### src/rtl/fetch_pc_gen.sv
// rtl/fetch_pc_gen.sv - fetch PC owner with single-outstanding imem request, pre-decode prediction and RAS control
module fetch_pc_gen #(
    parameter int                 XLEN_PC  = 32,
    parameter logic [XLEN_PC-1:0] RESET_PC = '0
) (
    input  logic               clk,
    input  logic               rst,
    output logic               imem_req_valid,
    input  logic               imem_req_ready,
    output logic [XLEN_PC-1:0] imem_addr,
    input  logic               imem_rsp_valid,
    input  logic [31:0]        imem_rdata,
    input  logic               redirect_valid,
    input  logic [XLEN_PC-1:0] redirect_pc,
    input  logic               stall,
    output logic               out_valid,
    output logic [XLEN_PC-1:0] out_pc,
    output logic [31:0]        out_instr,
    output logic               out_pred_taken,
    output logic [XLEN_PC-1:0] out_pred_target,
    output logic               ras_push,
    output logic               ras_pop,
    output logic [XLEN_PC-1:0] ras_wdata,
    input  logic [XLEN_PC-1:0] ras_rdata,
    input  logic               ras_valid,
    input  logic               ras_empty,
    input  logic               ras_full
);

    localparam logic [6:0] OP_JAL    = 7'b1101111;
    localparam logic [6:0] OP_JALR   = 7'b1100111;
    localparam logic [6:0] OP_BRANCH = 7'b1100011;

    typedef enum logic [2:0] {S_IDLE, S_REQ, S_WAIT, S_HOLD, S_DRAIN} state_t;

    state_t             state, state_next;
    logic [XLEN_PC-1:0] pc, pc_next, hold_pc;
    logic [31:0]        hold_instr;
    logic               capture;

    logic [6:0]         opcode;
    logic [4:0]         rd, rs1;
    logic               link_rd, link_rs1;
    logic [XLEN_PC-1:0] j_imm, b_imm, seq_pc;
    logic               pred_taken, want_push, want_pop, accept;
    logic [XLEN_PC-1:0] pred_target;

    assign opcode   = hold_instr[6:0];
    assign rd       = hold_instr[11:7];
    assign rs1      = hold_instr[19:15];
    assign link_rd  = (rd == 5'd1) || (rd == 5'd5);
    assign link_rs1 = (rs1 == 5'd1) || (rs1 == 5'd5);
    assign j_imm    = {{(XLEN_PC-21){hold_instr[31]}}, hold_instr[31], hold_instr[19:12],
                       hold_instr[20], hold_instr[30:21], 1'b0};
    assign b_imm    = {{(XLEN_PC-13){hold_instr[31]}}, hold_instr[31], hold_instr[7],
                       hold_instr[30:25], hold_instr[11:8], 1'b0};
    assign seq_pc   = hold_pc + XLEN_PC'(4);

    always_comb begin
        pred_taken  = 1'b0;
        pred_target = seq_pc;
        want_push   = 1'b0;
        want_pop    = 1'b0;
        case (opcode)
            OP_JAL: begin
                pred_taken  = 1'b1;
                pred_target = hold_pc + j_imm;
                want_push   = 1'b1;
            end
            OP_BRANCH: begin
                // backward-taken / forward-not-taken static heuristic
                if (b_imm[XLEN_PC-1]) begin
                    pred_taken  = 1'b1;
                    pred_target = hold_pc + b_imm;
                end
            end
            OP_JALR: begin
                if (link_rd) begin
                    want_push = 1'b1;
                end else if (link_rs1 && !ras_empty) begin
                    want_pop = 1'b1;
                    if (ras_valid) begin
                        pred_taken  = 1'b1;
                        pred_target = ras_rdata;
                    end
                end
            end
            default: ;
        endcase
    end

    assign out_valid       = (state == S_HOLD);
    assign accept          = out_valid && !stall && !redirect_valid;
    assign ras_push        = accept && want_push && !ras_full;
    assign ras_pop         = accept && want_pop;
    assign ras_wdata       = out_valid ? seq_pc : '0;
    assign out_pc          = hold_pc;
    assign out_instr       = hold_instr;
    assign out_pred_taken  = out_valid && pred_taken;
    assign out_pred_target = out_valid ? pred_target : '0;
    assign imem_req_valid  = (state == S_REQ);
    assign imem_addr       = {pc[XLEN_PC-1:2], 2'b00};

    always_comb begin
        state_next = state;
        pc_next    = pc;
        capture    = 1'b0;
        case (state)
            S_IDLE:  state_next = S_REQ;
            S_REQ:   if (imem_req_ready) state_next = S_WAIT;
            S_WAIT: begin
                if (imem_rsp_valid) begin
                    capture    = 1'b1;
                    state_next = S_HOLD;
                end
            end
            S_HOLD: begin
                if (!stall) begin
                    pc_next    = pred_target;
                    state_next = S_REQ;
                end
            end
            S_DRAIN: if (imem_rsp_valid) state_next = S_REQ;
            default: state_next = S_IDLE;
        endcase
        // an accepted-but-unanswered request must be drained before refetching
        if (redirect_valid) begin
            pc_next = redirect_pc;
            capture = 1'b0;
            case (state)
                S_REQ:   state_next = imem_req_ready ? S_DRAIN : S_REQ;
                S_WAIT:  state_next = imem_rsp_valid ? S_REQ : S_DRAIN;
                S_DRAIN: state_next = imem_rsp_valid ? S_REQ : S_DRAIN;
                default: state_next = S_REQ;
            endcase
        end
    end

    always_ff @(posedge clk) begin
        if (rst) begin
            state      <= S_IDLE;
            pc         <= RESET_PC;
            hold_pc    <= '0;
            hold_instr <= '0;
        end else begin
            state <= state_next;
            pc    <= pc_next;
            if (capture) begin
                hold_pc    <= pc;
                hold_instr <= imem_rdata;
            end
        end
    end

endmodule

### config.mk
export PLATFORM = sky130hd
export DESIGN_NAME = fetch_pc_gen
export DESIGN_NICKNAME = d
export VERILOG_FILES = /design/src/rtl/fetch_pc_gen.sv
export SDC_FILE = /design/constraint.sdc
export NUM_CORES = 1
export LEC_CHECK = 0
export ABC_AREA = 1
export CORE_UTILIZATION = 60
export CTS_CLUSTER_SIZE = 30
export DETAILED_ROUTE_END_ITERATION = 8
export DONT_BUFFER_PORTS = 1
export PLACE_DENSITY = 0.76
export SLEW_MARGIN = 25
export SYNTH_ARGS = -nofsm -noshare
export SYNTH_HDL_FRONTEND = slang
export SYNTH_SLANG_ARGS = --single-unit
### constraint.sdc
create_clock -name clk -period 3.4 [get_ports clk]
set_input_delay 0.17 -clock clk [delete_from_list [all_inputs] [get_ports clk]]
set_output_delay 0.17 -clock clk [all_outputs]
set_load 0.02 [all_outputs]
Yosys cells after proc, flatten, opt, wreduce, memory -nomap -nowiden. Cells that the tools add are included. W data, S select, Z words.

Word-level logic and storage cells: 73. Output and inout port bits: 165. Register bits: 99.

Reduce and logical (&&, ||, !) cells: 18. Muxes and demuxes: 32. Add/sub/neg operators: 3. Eq/ne operators: 16.

Operators with widths (count): $mux W32 (9); $pmux W32 S3 (1); $add A32 B32 Y32 (2); $add A32 B3 Y32 const B (1); $eq A7 B7 Y1 const B (3); $mux W3 (7); $pmux W3 S5 (1); $mux W1 (11); $eq A5 B1 Y1 const B (2); $eq A5 B3 Y1 const B (2); $ne A3 B3 Y1 const B (3); $logic_and A1 B1 Y1 (7); $eq A3 B2 Y1 const B (2); $pmux W3 S2 (1); $logic_not A1 Y1 (4); $reduce_and A4 Y1 (1); $eq A3 B1 Y1 const B (1); $eq A3 B3 Y1 const B (1); $logic_not A3 Y1 (1); $ne A3 B1 Y1 const B (1); $pmux W1 S3 (1); $logic_or A1 B1 Y1 (2); $ne A2 B2 Y1 const B (1); $pmux W1 S2 (1); 3 further kinds (3).

Depth between registers and ports, before layout.
Depth after elaboration: 9. Mapped depth: 17. Gate-level depth less buffers: 16.

Worst setup path after synthesis. Ideal clock, no wire load.

Kind: register to output. Start: register hold_instr[31] (netlist: out_instr[31]). End: output port out_pred_target[30]. Required time: 3230 ps. Data arrival time: 2445 ps. Cell stages (with the launch flop): 15. Buffers on the path: 1. Slack: 785 ps. Cells stage by stage: dfxtp_1 -> ha_1 -> buf_2 -> nand2_1 -> inv_1 -> nand2_1 -> nand2_1 -> o21bai_1 -> a21oi_1 -> nand2_1 -> nand2_1 -> nand3_1 -> nand3_1 -> nand2_1 -> nor2_1.

Word-level cells in the longest chain between the ends: 4.

Ends and longest elaborated chain: start: declaration (RTL line 38) `logic [31:0] hold_instr;`; start signal: assignment (RTL line 150) `hold_instr <= imem_rdata;`; $add A32 B32 Y32 (RTL line 74) `pred_target = hold_pc + b_imm;`; $mux W32 (RTL line 72) `if (b_imm[XLEN_PC-1]) begin`; $pmux W32 S3 (*) (RTL line 64) `case (opcode)`; $mux W32 (*) (RTL line 100) `assign out_pred_target = out_valid ? pred_target : '0;`; end: declaration (RTL line 20) `output logic [XLEN_PC-1:0] out_pred_target,`.

Every way passes the cells marked *; elsewhere a longest branch is shown, timed or not.

Worst setup path after layout.
Start: register hold_instr[15] (netlist: out_instr[15]). End: output port out_pred_target[16].

Word-level cells in the longest chain between the ends: 7.

Ends and longest elaborated chain (RTL line): branches (longest 5 deep; another with $add A32 B32 Y32); $pmux W32 S3 (*) (64); $mux W32 (*) (100).

Every way passes the cells marked *.

==> results.cfg <==
[clock_network]
clock_network_latency_to_the_later_pin_of_the_worst_skew_pair_ns = 0.38
cts_htree_levels = 3
tritoncts_clock_tree = built
register_clock_pin_slew_on_the_reported_worst_setup_and_hold_paths_ns = 0.09
cts_buffers = 9
tritoncts_num_sinks = 99
clock-root-buffer = sky130_fd_sc_hd__clkbuf_16
clock_path_buffers = 2

[setup_path]
slowest_delay_ns = 0.57
reg2reg_setup_slack_ns = 0.21
cp.depth = 13
critical_path_peak_fanout = 10
cp-end-kind = output port
cp_slowest_cell = sky130_fd_sc_hd__dfxtp_1
cp.buffers_inverters = 3
worstPathRequired_ns = 3.23
critical_setup_path_kind = flop to output port
critical_path.top_delay_family = simple AND/OR/NAND/NOR gates
setup.worst_path.start_class = flop
reg2reg_from = out_instr[15]$_SDFFE_PP0P_
timing.critical_path.cells = inv_1 -> nor2_1 -> nand3_1 -> inv_1 -> nand3_2 -> nand2_1 -> o21ai_2 -> nor2_2 -> or2_1 -> o21ai_2 -> nor2_2 -> nor2_1 -> buf_4
data_arrival_time_of_the_critical_path_ns = 3.23
r2r_end = pc[10]$_SDFFE_PP0P_
r2r_worst_path_depth = 14

[drt]
drt_pre_antenna_iters = 8
detailedRoute.firstIterationViolations = 1883
route.detailed.drc = 0
ant_nets = 0
wirelength_um = 46000
detail_route.vias_per_cell = 6.38
wire_per_inst_um = 22.6
dr_total_vias = 12987

[grt]
grt.overflow.total = 0
first_global_vias = 12259
number_of_antenna_violations_at_the_first_check_in_global_routing = 2
maximum_number_of_pins_on_one_net_before_global_route_repair = 59
grt_use_total_pct = 52.7
grt_pass1_wl_um = 69800

[pwr]
power-per-cell-area_nw_per_um2 = 252
power.ir.vdd_worst_v = 0.000404
p_total_uw = 2780
static-leakage-power_uw = 0.00534

[placement]
post_dp_cell_area_sq_um = 10400
port-buffer-count = 0
dpl.hpwl_um = 34200
placedCellCount = 1984
gpl.final_weighted_congestion = 1.06

[min_path]
whs_path_depth = 2
worst_hold_path_type = primary input to flop
min-delay-start = imem_rdata[3]
min_to = out_instr[3]$_SDFFE_PP0P_

[layout]
fillCellCount = 1461
multi_input_comb_area_sq_um = 6740
finalNetCount = 1963
fraction_of_final_layout_cells_sized_beyond_drive_strength_1_pct = 9.03
design_area_sq_um = 11100
area_growth_pct = 10.1
regArea_sq_um = 1990
utilization_after_layout_pct = 68.6
number_of_non_filler_instances_in_the_completed_layout = 2035

[timing]
post_layout_min_period_ns = 3.40
final_hold_vio_count = 0
fin_crit_sh_pct = 99.9
maxSlewViolCount = 0
worst_hold_slack_ns = 0.0259
timing.fmax_mhz = 294
finClkSkew_ns = 0.0168
slew_headroom_pct = 37.6
total_setup_violations_reported_at_the_end_of_the_flow = 0
worst-slew-pin-transition_ns = 0.929

[floorplanning]
die_w_um = 131
die_area_sq_um = 17300
ioPinCount = 270
core_area_sq_um = 16100
floorplan.initialDensity_pct = 62.3
placement_rows = 46
fp.dieH_um = 131

[yosys]
synthFlopType = sky130_fd_sc_hd__dfxtp_1
synth_area_sq_um = 10000
number_of_enable_type_register_cells_in_the_synthesized_netlist = 0
synth-warning-count = 0
synth_cells = 1789
postSynthAreaPerCell_sq_um = 5.61
synth_async_sr_flop_share_pct = 0
ffs_latches_synth = 99
library_cells_used_by_synthesis = 51
synth-seq-area-share_pct = 19.7

[run_status]
run_status = complete, no violations

[flow_run]
max_cap_viol_count = 0
cell type report:
type | instances | share of cell area [%]
Inverter | 240 | 8.17
Timing Repair Buffer | 99 | 7.82
Antenna cell | 2 | 0.0452
Multi-Input combinational cell | 1363 | 60.9
Sequential cell | 99 | 18.0
Tap cell | 216 | 2.44
Clock inverter | 6 | 0.554
Clock buffer | 10 | 2.07
cell usage after synthesis, types with 3 or more instances:
| master | count | area (sq um) |
|---|---|---|
| sky130_fd_sc_hd__and2_1 | 7 | 43.8 |
| sky130_fd_sc_hd__nor2_2 | 8 | 50.1 |
| sky130_fd_sc_hd__nand4_1 | 20 | 125 |
| sky130_fd_sc_hd__or2_1 | 4 | 25.0 |
| sky130_fd_sc_hd__o21bai_1 | 7 | 52.6 |
| sky130_fd_sc_hd__a22oi_1 | 4 | 30.0 |
| sky130_fd_sc_hd__inv_2 | 36 | 135 |
| sky130_fd_sc_hd__nor3_2 | 4 | 40.0 |
| sky130_fd_sc_hd__buf_2 | 11 | 55.1 |
| sky130_fd_sc_hd__nand3_2 | 3 | 30.0 |
| sky130_fd_sc_hd__dfxtp_1 | 99 | 1980 |
| sky130_fd_sc_hd__nand3b_1 | 6 | 45.0 |
| sky130_fd_sc_hd__a31oi_1 | 9 | 56.3 |
| sky130_fd_sc_hd__clkinv_1 | 14 | 52.6 |
| sky130_fd_sc_hd__buf_4 | 34 | 255 |
| sky130_fd_sc_hd__nor2_4 | 5 | 56.3 |
| sky130_fd_sc_hd__clkbuf_1 | 41 | 154 |
| sky130_fd_sc_hd__a21oi_1 | 97 | 485 |
| sky130_fd_sc_hd__nor2_1 | 277 | 1040 |
| sky130_fd_sc_hd__a21o_1 | 4 | 30.0 |
| sky130_fd_sc_hd__a22o_1 | 27 | 236 |
| sky130_fd_sc_hd__xnor2_1 | 9 | 78.8 |
| sky130_fd_sc_hd__nor3_1 | 24 | 120 |
| sky130_fd_sc_hd__o2111ai_1 | 5 | 43.8 |
| sky130_fd_sc_hd__o22ai_1 | 8 | 50.1 |
| sky130_fd_sc_hd__nand2_1 | 511 | 1920 |
| sky130_fd_sc_hd__o211ai_1 | 3 | 22.5 |
| sky130_fd_sc_hd__ha_1 | 44 | 551 |
| sky130_fd_sc_hd__o21ai_0 | 85 | 425 |
| sky130_fd_sc_hd__xor2_1 | 17 | 149 |
| sky130_fd_sc_hd__o21ai_1 | 18 | 90.1 |
| sky130_fd_sc_hd__nand3_1 | 133 | 666 |
| sky130_fd_sc_hd__inv_1 | 190 | 713 |
flip-flops by register name, summed over array words and instances (netlist names):
signal     cells
out_instr     32
out_pc        32
pc            32
state          3
power by group:
part | internal [uW] | total (uW) | switching [uW]
logic | 138 | 395 | 257
registers | 1200 | 1310 | 102
clock network | 516 | 1080 | 566
worst max path at each step:
stage                               startpoint                   to  slack, ns
finish              out_instr[15]$_SDFFE_PP0P_  out_pred_target[16]      0.003
global route        out_instr[23]$_SDFFE_PP0P_   out_pred_target[8]      -0.05
CTS                     out_pc[1]$_SDFFE_PP0P_  out_pred_target[17]       0.07
detailed placement      out_pc[1]$_SDFFE_PP0P_  out_pred_target[17]       0.47
global placement        out_pc[1]$_SDFFE_PP0P_  out_pred_target[17]       0.53
floorplan           out_instr[31]$_SDFFE_PP0P_  out_pred_target[30]       0.79
kinds of logic after synthesis:
logic type | Yosys count | synth area share (%)
compound gates | 273 | 15.7
xor+xnor | 26 | 2.27
fa+ha+maj | 46 | 5.88
buf+inv | 328 | 13.7
flops | 99 | 19.7
other cells | 1 | 0.0373
simple gates | 1016 | 42.7
repair_timing:
item,4_1_cts,5_1_grt
setup buffers,0,0
endpoints found under the setup margin,0,29
hold endpoints to repair,61,0
hold buffers,33,0
resized for setup,0,21
layout by cell type (no fill, tap or decap), types with 5 or more instances in the layout:
| cell type | instances |
|---|---|
| sky130_fd_sc_hd__inv_1 | 190 |
| sky130_fd_sc_hd__and2_1 | 7 |
| sky130_fd_sc_hd__dfxtp_1 | 92 |
| sky130_fd_sc_hd__dlygate4sd3_1 | 32 |
| sky130_fd_sc_hd__o2111ai_1 | 5 |
| sky130_fd_sc_hd__a22o_1 | 27 |
| sky130_fd_sc_hd__inv_2 | 34 |
| sky130_fd_sc_hd__xor2_1 | 17 |
| sky130_fd_sc_hd__a31oi_1 | 8 |
| sky130_fd_sc_hd__xnor2_1 | 9 |
| sky130_fd_sc_hd__nand3b_1 | 6 |
| sky130_fd_sc_hd__o22ai_1 | 8 |
| sky130_fd_sc_hd__o21bai_1 | 7 |
| sky130_fd_sc_hd__clkbuf_16 | 9 |
| sky130_fd_sc_hd__o21ai_1 | 18 |
| sky130_fd_sc_hd__dfxtp_2 | 7 |
| sky130_fd_sc_hd__buf_4 | 63 |
| sky130_fd_sc_hd__nand2_1 | 510 |
| sky130_fd_sc_hd__ha_1 | 42 |
| sky130_fd_sc_hd__nor2_2 | 7 |
| sky130_fd_sc_hd__nand3_1 | 132 |
| sky130_fd_sc_hd__nor2_4 | 7 |
| sky130_fd_sc_hd__nor2_1 | 276 |
| sky130_fd_sc_hd__nand4_1 | 20 |
| sky130_fd_sc_hd__nor3_1 | 24 |
| sky130_fd_sc_hd__o21ai_0 | 84 |
| sky130_fd_sc_hd__clkinv_1 | 14 |
| sky130_fd_sc_hd__a21oi_1 | 96 |
layer usage:
metal  wire [um]  vias up  GRT usage (%)
met5           8        -              0
met3        6610      367           16.2
met2       18500     1186           78.3
met4        4750        2           43.6
met1       16100     5679           62.3
li1            -     5753              -
through the flow:
stage	setup slack, ns	TNS, ns
after detailed placement	0.472	0
after global routing	-0.0477	-0.0782
final	0.00258	0
after CTS	0.0722	0
after global placement	0.529	0
after floorplan	0.785	0
No activity file was read; power rests on OpenSTA's default activity.
